$ cat src/rtl/edge_toggle_tx.sv
// Edge-signalling transmitter: turns local event strobes into spaced edges (toggle)
// or spaced pulses on signalOut, queueing bursts in a saturating pending counter.
module edge_toggle_tx #(
   parameter int HOLD_CYCLES = 4,
   parameter int PEND_WIDTH  = 4,
   parameter bit PULSE_MODE  = 1'b0
) (
   input  logic                  clk,
   input  logic                  reset,
   input  logic                  eventIn,
   input  logic                  enable,
   input  logic                  clearOverflow,
   output logic                  signalOut,
   output logic                  busy,
   output logic [PEND_WIDTH-1:0] pending,
   output logic                  overflow,
   output logic [1:0]            state_dbg
);

   typedef enum logic [1:0] {
      IDLE = 2'd0,
      HOLD = 2'd1,
      HIGH = 2'd2,
      LOW  = 2'd3
   } state_t;

   localparam logic [7:0]            RELOAD   = 8'(HOLD_CYCLES - 1);
   localparam logic [PEND_WIDTH-1:0] PEND_MAX = '1;
   localparam logic [PEND_WIDTH-1:0] PEND_ONE = PEND_WIDTH'(1);

   state_t                state, state_nx;
   logic [7:0]            timer, timer_nx;
   logic                  sig_nx;
   logic [PEND_WIDTH-1:0] pend_nx;
   logic                  ovf_nx;
   logic                  start_ok, start, take_q, direct, inc, drop;

   always_comb begin
      state_nx = state;
      timer_nx = timer;
      sig_nx   = signalOut;
      start    = 1'b0;
      start_ok = enable && ((pending != '0) || eventIn);

      case (state)
         IDLE: if (start_ok) start = 1'b1;
         HOLD, LOW: begin
            if (timer == 8'd0) begin
               if (start_ok) start = 1'b1;
               else          state_nx = IDLE;
            end else begin
               timer_nx = timer - 8'd1;
            end
         end
         HIGH: begin
            if (timer == 8'd0) begin
               sig_nx   = 1'b0;
               timer_nx = RELOAD;
               state_nx = LOW;
            end else begin
               timer_nx = timer - 8'd1;
            end
         end
         default: state_nx = IDLE;
      endcase

      if (start) begin
         timer_nx = RELOAD;
         if (PULSE_MODE) begin
            sig_nx   = 1'b1;
            state_nx = HIGH;
         end else begin
            sig_nx   = ~signalOut;
            state_nx = HOLD;
         end
      end

      // A start with an empty queue can only be caused by this cycle's event.
      take_q = start && (pending != '0);
      direct = start && (pending == '0);
      inc    = eventIn && !direct;
      drop   = inc && !take_q && (pending == PEND_MAX);

      pend_nx = pending;
      if (inc && !take_q && !drop) pend_nx = pending + PEND_ONE;
      else if (take_q && !inc)     pend_nx = pending - PEND_ONE;

      ovf_nx = overflow;
      if (drop)               ovf_nx = 1'b1;
      else if (clearOverflow) ovf_nx = 1'b0;
   end

   always_ff @(posedge clk or posedge reset) begin
      if (reset) begin
         state     <= IDLE;
         timer     <= 8'd0;
         signalOut <= 1'b0;
         pending   <= '0;
         overflow  <= 1'b0;
      end else begin
         state     <= state_nx;
         timer     <= timer_nx;
         signalOut <= sig_nx;
         pending   <= pend_nx;
         overflow  <= ovf_nx;
      end
   end

   assign busy      = (state != IDLE) || (pending != '0);
   assign state_dbg = state;

endmodule

$ cat config.mk
export PLATFORM = sky130hd
export DESIGN_NAME = edge_toggle_tx
export DESIGN_NICKNAME = d
export VERILOG_FILES = /design/src/rtl/edge_toggle_tx.sv
export SDC_FILE = /design/constraint.sdc
export NUM_CORES = 1
export LEC_CHECK = 0
export CAP_MARGIN = 0
export CORE_ASPECT_RATIO = 0.9
export CORE_MARGIN = 4
export CORE_UTILIZATION = 50
export DETAILED_ROUTE_END_ITERATION = 8
export PLACE_DENSITY = 0.87
export SLEW_MARGIN = 40
export SYNTH_ARGS = -nofsm -noshare
export SYNTH_HDL_FRONTEND = slang
export SYNTH_SLANG_ARGS = --single-unit
export TNS_END_PERCENT = 100
$ cat constraint.sdc
create_clock -name clk -period 6.5 [get_ports clk]
set_clock_uncertainty 0.05 [all_clocks]
set_input_delay 1.625 -clock clk [delete_from_list [all_inputs] [get_ports clk]]
set_output_delay 1.625 -clock clk [all_outputs]
set_load 0.03 [all_outputs]
==> metrics.md, run 1 <==
| Metric | Value |
|---|---|
| Ratio of cells with drive above 1 in the final layout | 0.09259 |
| Delay-heaviest family, CP | buffers and inverters |
| Synth cell count leaders | 16 x dfrtp_1, 10 x inv_1, 7 x nand3_1 |
| Count of final setup violators | 0 |
| Port bufs | 13 |
| Gp weighted congestion | 0.7523 |
| Grt total ovfl | 0 |
| Max clock buf depth | 2 |
| Slew HR | 0.5517 |
| Post-synthesis sequential area ratio | 0.4313 |
| RSZ-0062 raised after global routing | no |
| Cells after Synth | between 90 and 100 |
| Stages on worst setup path | 3 |
| Hold worst-path end | signalOut |
| Final Hold Viols | 0 |
| Drt pass-1 iters | 4 |
| Met3 global-route usage | 0.07339 |
| Max Fclk | roughly 270 MHz |
| Worst hold start | signalOut |
| Post-synth EDFFs | 0 |
| Vias in the first global route | ~780 |
| Leakage | 0.4489 nW |
| Die Area | approximately 2600 µm² |
| GRT busiest layer | met2 |
| Final hold slack | 0.4515 ns |
| Initial Utilization | 0.5408 |
| Ports | 14 |
| Synth async-reset ratio | 1.000 |
| Pin count of the biggest net entering global routing | 17 |
| Hpwl dp | 1359 µm |
| Met1 usage in global routing | 0.2133 |
| Yosys cell types | 33 |
| Area growth syn-to-layout | 20.76% |
| WP buf/inv | 1 |
| TritonCTS Buffers | 3 |
| Post-CTS setup buffers | 0 |
| Fillers | roughly 160 |
| Reg2Reg Setup Slack | 3.77 ns |
| Die H | 48.88 µm |
| GR Util All Layers | 0.1748 |
| Via density | approximately 5.8 |
| Synth Register Bits | 16 |
| Clock-pin transition on the worst setup and hold timing paths | ~0.09 ns |
| Clk_lat worst skew | 0.29 ns |
| Nets | 118 |
| First-pass GRT wire length | between 3000 and 4000 µm |
| Hold Crit Class | reg2reg |
| Final WL | ~1900 µm |
| Syn Nets | a little over 100 |
| Root buf cell | clkbuf_4 |
| Post-route ant nets | 0 |
| Width of the die | ~53 µm |
| CP Data Required Time | ~4.8 ns |
| Final period utilization | 0.5610 |
| CTS tree | yes |
| Critical path class | reg2out |
| H-tree depth reported by CTS | 1 |
| Slew Viols, Final | 0 |
| Area share of the largest cell type after synthesis | 0.4313 |
| Dominant synthesized flop cell | dfrtp_1 |
| Drt initial violations | 21 |
| # resized after CTS | 0 |
| Fin Setup TNS | 0 ns |
| Total core area | about 1700 µm² |
| CP Capture Type | primary output |
| Crit Path Max Fanout | 6 |
| Worst r2r dst | pending[3] |
| DRC viols | 0 |
| Top cell type by total area after synthesis | dfrtp_1 |
| Ranking of synthesized cells by area | dfrtp_1 43%, nor4_4 4.6%, ha_1 4.0%, inv_1 4.0%, nand3_1 3.8% |
| Synthesis Warnings | 0 |
| Sequence of cells on the critical path | nor4_2 > nand2_1 > clkdlybuf4s50_1 |
| Pwr per Cell Area | 303.3 nW/µm² |
| Type of origin of the critical path | register |
| Post-Synthesis Cell Area | 928.4 µm² |
| DR vias | 760 |
| CP Launch Point | pending[1] |
| Slowest CP cell | clkdlybuf4s50_1 |
| Most common cell in the netlist | dfrtp_1 |
| Row count | 14 |
| GR Util met2 | 0.2755 |
| Post-CTS Hold Buffers | 0 |
| R2R depth | 9 |
| Hold Crit Depth | 1 |
| Maximum vdd drop | ~0.3 mV |
| Final worst path period need | between 3 and 4 ns |
| FF-to-FF Start | timer[5] |
| Synthesized area per cell | a little over 10 µm² |
| Clock sinks | 16 |
| Max-Cap Viols | 0 |
| Initial antenna violation count | 0 |
| Status | complete, no violations |
| Ant diodes | 0 |
| Critical Path AT | 1.97 ns |
| Worst-Margin Slew | approximately 0.67 ns |
| Wire per inst | ~14 µm |
| Critical path's largest stage delay | between 0.6 and 0.7 ns |
-- per-layer routing --
| metal | part of all wire | up-vias |
|---|---|---|
| li1 | - | 375 |
| met4 | 0.013 | 0 |
| met3 | 0.048 | 4 |
| met5 | 0 | - |
| met2 | 0.49 | 17 |
| met1 | 0.45 | 364 |
-- cell families (layout without fill, tap and decap cells) --
logic type	after synthesis	in the layout	share of synthesized area
xor gates and xnor gates	3	3	0.02831
and+or+nand+nor	30	30	0.1995
muxes	1	1	0.01078
buffers and inverters	11	27	0.04447
DFF	16	16	0.4313
AOI/OAI and AO/OA	27	27	0.2237
adders and majority gates	4	4	0.06200
-- worst max-delay path by stage --
stage / to
3_3_place_gp: pending[3]
2_1_floorplan: pending[3]
4_1_cts: busy
3_5_place_dp: pending[3]
5_1_grt: busy
6_report: busy
-- final cells by class --
cell class	instances	area, µm²	share of cell area
clock buffers	4	36.28	0.03237
inverters	10	37.54	0.03348
multi-input cells	65	486.7	0.4342
flip-flops and latches	16	400.4	0.3571
well taps	24	30.03	0.02679
repair buffers	13	130.1	0.1161
-- power breakdown --
part | internal [mW] | switching [mW] | leakage, nW
clock network | 0.0342 | 0.0329 | 0.0210
logic | 0.0628 | 0.0698 | 0.248
registers | 0.115 | 0.0255 | 0.180
-- sequential cells by signal, summed over array words and instances (netlist names) --
register and flops:
overflow 1, pending 4, timer 8, state_dbg 2, signalOut 1
-- cell usage in the layout, fill, tap and decap left out, drive strengths merged --
cell,synthesis,routed
o21ai,4,4
nor2b,1,1
nor4,3,3
a41oi,2,2
nand4,1,1
o22ai,1,1
inv,10,10
a211o,1,1
o211ai,3,3
o22a,2,2
o31ai,4,4
xor2,1,1
nand2b,2,2
dfrtp,16,16
nand3,7,7
clkbuf,1,4
or2,1,1
nor2,5,5
clkdlybuf4s50,0,13
a41o,1,1
nand3b,1,1
nor3,3,3
a31oi,2,2
ha,3,3
nand2,6,6
a21oi,4,4
xnor2,2,2
a21o,2,2
fa,1,1
a211oi,1,1
mux2i,1,1
-- metrics by stage --
step | total power, mW | util | std cells | setup slack [ns] | cell area, µm²
after floorplan | 0.2260 | - | 92 | 3.491 | 928.4
after global placement | 0.2710 | 0.6319 | 128 | 2.853 | 1085
after detailed placement | 0.2746 | 0.6319 | 128 | 2.745 | 1085
after CTS | 0.3437 | 0.6531 | 132 | 2.845 | 1121
after global routing | 0.3618 | 0.6531 | 132 | 2.728 | 1121
final | 0.3400 | 0.6531 | 132 | 2.853 | 1121
Power figures use the tool's default switching activity.
==> inputs of run 2 (changes only) <==
Clock period 6.5 ns to 3.8 ns, I/O delays scaled along.
==> results of run 2 <==
Same layout as run 1 (identical final DEF). Status: complete, no violations.
Main changes from that run: final weighted congestion in routability-driven placement 0.7523 -> 0.7522; setup slack after placement 2.745 ns -> 0.7202 ns; setup slack after layout 2.853 ns -> 0.8285 ns; register-to-register setup slack 3.77 ns -> 1.07 ns; total power 0.3400 mW -> 0.5817 mW; worst IR drop on VDD 0.3024 mV -> 0.5172 mV
==> inputs of run 3 (changes only) <==
Settings changed: CORE_UTILIZATION 50 to 47, PLACE_DENSITY 0.87 to 0.86.
Clock period 3.8 ns to 2.65 ns, I/O delays scaled along.
==> metrics.md, run 3 (synthesis gave the netlist of run 1 again) <==
| Metric | Value |
|---|---|
| Max Fclk | 400.4 MHz |
| Die Area | 2752 µm² (was 2611 µm²) |
| Vias in the first global route | 839 (was 775) |
| Via density | 5.764 (was 5.758) |
| Post-route ant nets | 0 (unchanged) |
| Post-CTS Hold Buffers | 0 (unchanged) |
| Grt total ovfl | 0 (unchanged) |
| Ant diodes | 0 (unchanged) |
| Pin count of the biggest net entering global routing | 17 (unchanged) |
| Die H | 50.17 µm (was 48.88 µm) |
| Slew HR | 0.5863 (was 0.5517) |
| Width of the die | 54.85 µm (was 53.42 µm) |
| FF-to-FF Start | timer[0] (was timer[5]) |
| CP Data Required Time | 1.94 ns (was 2.80 ns) |
| Slew Viols, Final | 0 (unchanged) |
| Fillers | 138 (was 156) |
| CP Capture Type | primary output (unchanged) |
| Clock sinks | 16 (unchanged) |
| Top reg by flops | timer (unchanged) |
| GR Util All Layers | 0.1792 (was 0.1748) |
| Max reg flops | 8 (unchanged) |
| Max clock buf depth | 2 (unchanged) |
| H-tree depth reported by CTS | 1 (unchanged) |
| Fin Setup TNS | 0 ns (unchanged) |
| Final Hold Viols | 0 (unchanged) |
| Ratio of cells with drive above 1 in the final layout | 0.1638 (was 0.09259) |
| First-pass GRT wire length | 3663 µm (was 3436 µm) |
| DR vias | 807 (was 760) |
| CP Capture Point | busy (unchanged) |
| Final hold slack | 0.4452 ns (was 0.4515 ns) |
| Clk_lat worst skew | 0.29 ns (about the same) |
| Leakage | 0.4888 nW (was 0.4489 nW) |
| Commonest non-fill, non-tap cell in the layout | dfrtp_1 (unchanged) |
| Hpwl dp | 1571 µm (was 1359 µm) |
| Reg2Reg Setup Slack | 0.28 ns (was 1.07 ns) |
| Port bufs | 13 (unchanged) |
| Pwr per Cell Area | 718.1 nW/µm² (was 518.8 nW/µm²) |
| R2R depth | 10 (was 9) |
| Critical path class | reg2out (unchanged) |
| Most frequent cells in the layout | 16 x dfrtp_1, 13 x clkdlybuf4s50_1, 10 x inv_1 (unchanged) |
| Final WL | 2049 µm (was 1868 µm) |
| Root buf cell | clkbuf_4 (unchanged) |
| Gp weighted congestion | 0.8149 (was 0.7522) |
| Worst r2r dst | pending[3] (unchanged) |
| Hold Crit Class | reg2reg (unchanged) |
| Area growth syn-to-layout | 27.49% (was 20.76%) |
| Final period utilization | 0.9424 |
| Type of origin of the critical path | register (unchanged) |
| Total core area | 1769 µm² (was 1717 µm²) |
| TritonCTS Buffers | 3 (unchanged) |
| DRC viols | 0 (unchanged) |
| Final worst path period need | ~2.5 ns |
| Maximum vdd drop | 0.6100 mV (was 0.5172 mV) |
| Worst-Margin Slew | 0.6199 ns (was 0.6700 ns) |
| Wire per inst | 14.64 µm (was 14.15 µm) |
| Initial Utilization | 0.5248 (was 0.5408) |
| Row count | 14 (unchanged) |
| Critical Path AT | 1.78 ns (was 1.97 ns) |
| CP Launch Point | pending[1] (unchanged) |
| Initial antenna violation count | 0 (unchanged) |
| CTS tree | yes (unchanged) |
| Nets | 126 (was 118) |
| Status | complete, no violations (unchanged) |
| Clock-pin transition on the worst setup and hold timing paths | 0.10 ns (was 0.09 ns) |
| Crit Path Max Fanout | 6 (unchanged) |
| Drt initial violations | 19 (was 21) |
| Drt pass-1 iters | 6 (was 4) |
| Max-Cap Viols | 0 (unchanged) |
| Count of final setup violators | 0 (unchanged) |
| RSZ-0062 raised after global routing | no (unchanged) |
| Ports | 14 (unchanged) |
-- run 3: changes by cell type in the layout (fill, tap and decap cells not counted) --
| cell | change |
|---|---|
| buf_4 | +8 |
| nor2_1 | -1 |
| nor2_2 | +1 |
-- run 3: repair_timing --
| action | 4_1_cts | 5_1_grt |
|---|---|---|
| setup buffers | 0 | 0 |
| setup endpoints to repair | 0 | 1 |
| resized for setup | 0 | 1 |
-- run 3: worst min-delay path by stage --
stage          slack [ns]   endpoint       from  depth (start not counted)
2_1_floorplan        0.42   timer[3]   timer[3]                          2
3_3_place_gp         0.43  signalOut  signalOut                          1
3_5_place_dp         0.43  signalOut  signalOut                          1
4_1_cts              0.45  signalOut  signalOut                          1
5_1_grt              0.48   timer[0]   timer[0]                          1
6_report             0.45  signalOut  signalOut                          1
-- run 3: per-layer routing --
layer  vias to the layer above  global-route usage  wire length, µm
li1                        392                   -                -
met1                       384              0.2189              847
met2                        27              0.2756             1045
met3                         4             0.06805              126
met4                         0             0.07884               30
met5                         -                   0                0
-- run 3: power breakdown --
part           internal [mW]  leakage [nW]  switching [mW]
clock network         0.0837        0.0210          0.0789
registers              0.282         0.180          0.0632
logic                  0.166         0.288           0.177
total                  0.531         0.489           0.319
-- run 3: critical path: stages (launching register included) --
cell and delay, ns:
dfrtp_1 0.47, nor4_2 0.32, nand2_1 0.10, clkdlybuf4s50_1 0.61
-- run 3: layout make-up --
type	count	area, µm²	area share
multi-input combinational	65	489.2	0.4133
tap	24	30.03	0.02537
sequential	16	400.4	0.3383
inverter	10	37.54	0.03171
clock buffer	4	36.28	0.03066
timing repair buffer	21	190.2	0.1607
-- run 3: through the flow --
| stage | area (µm²) | util | worst slack (ns) | instances | power, mW |
|---|---|---|---|---|---|
| global route | 1184 | 0.6690 | 0.04820 | 140 | 0.9097 |
| CTS | 1181 | 0.6676 | 0.08324 | 140 | 0.8573 |
| finish | 1184 | 0.6690 | 0.1527 | 140 | 0.8500 |
| global placement | 1145 | 0.6471 | 0.1306 | 136 | 0.6754 |
| detailed placement | 1145 | 0.6471 | 0.006669 | 136 | 0.6898 |
| floorplan | 928.4 | - | 0.1867 | 92 | 0.5544 |
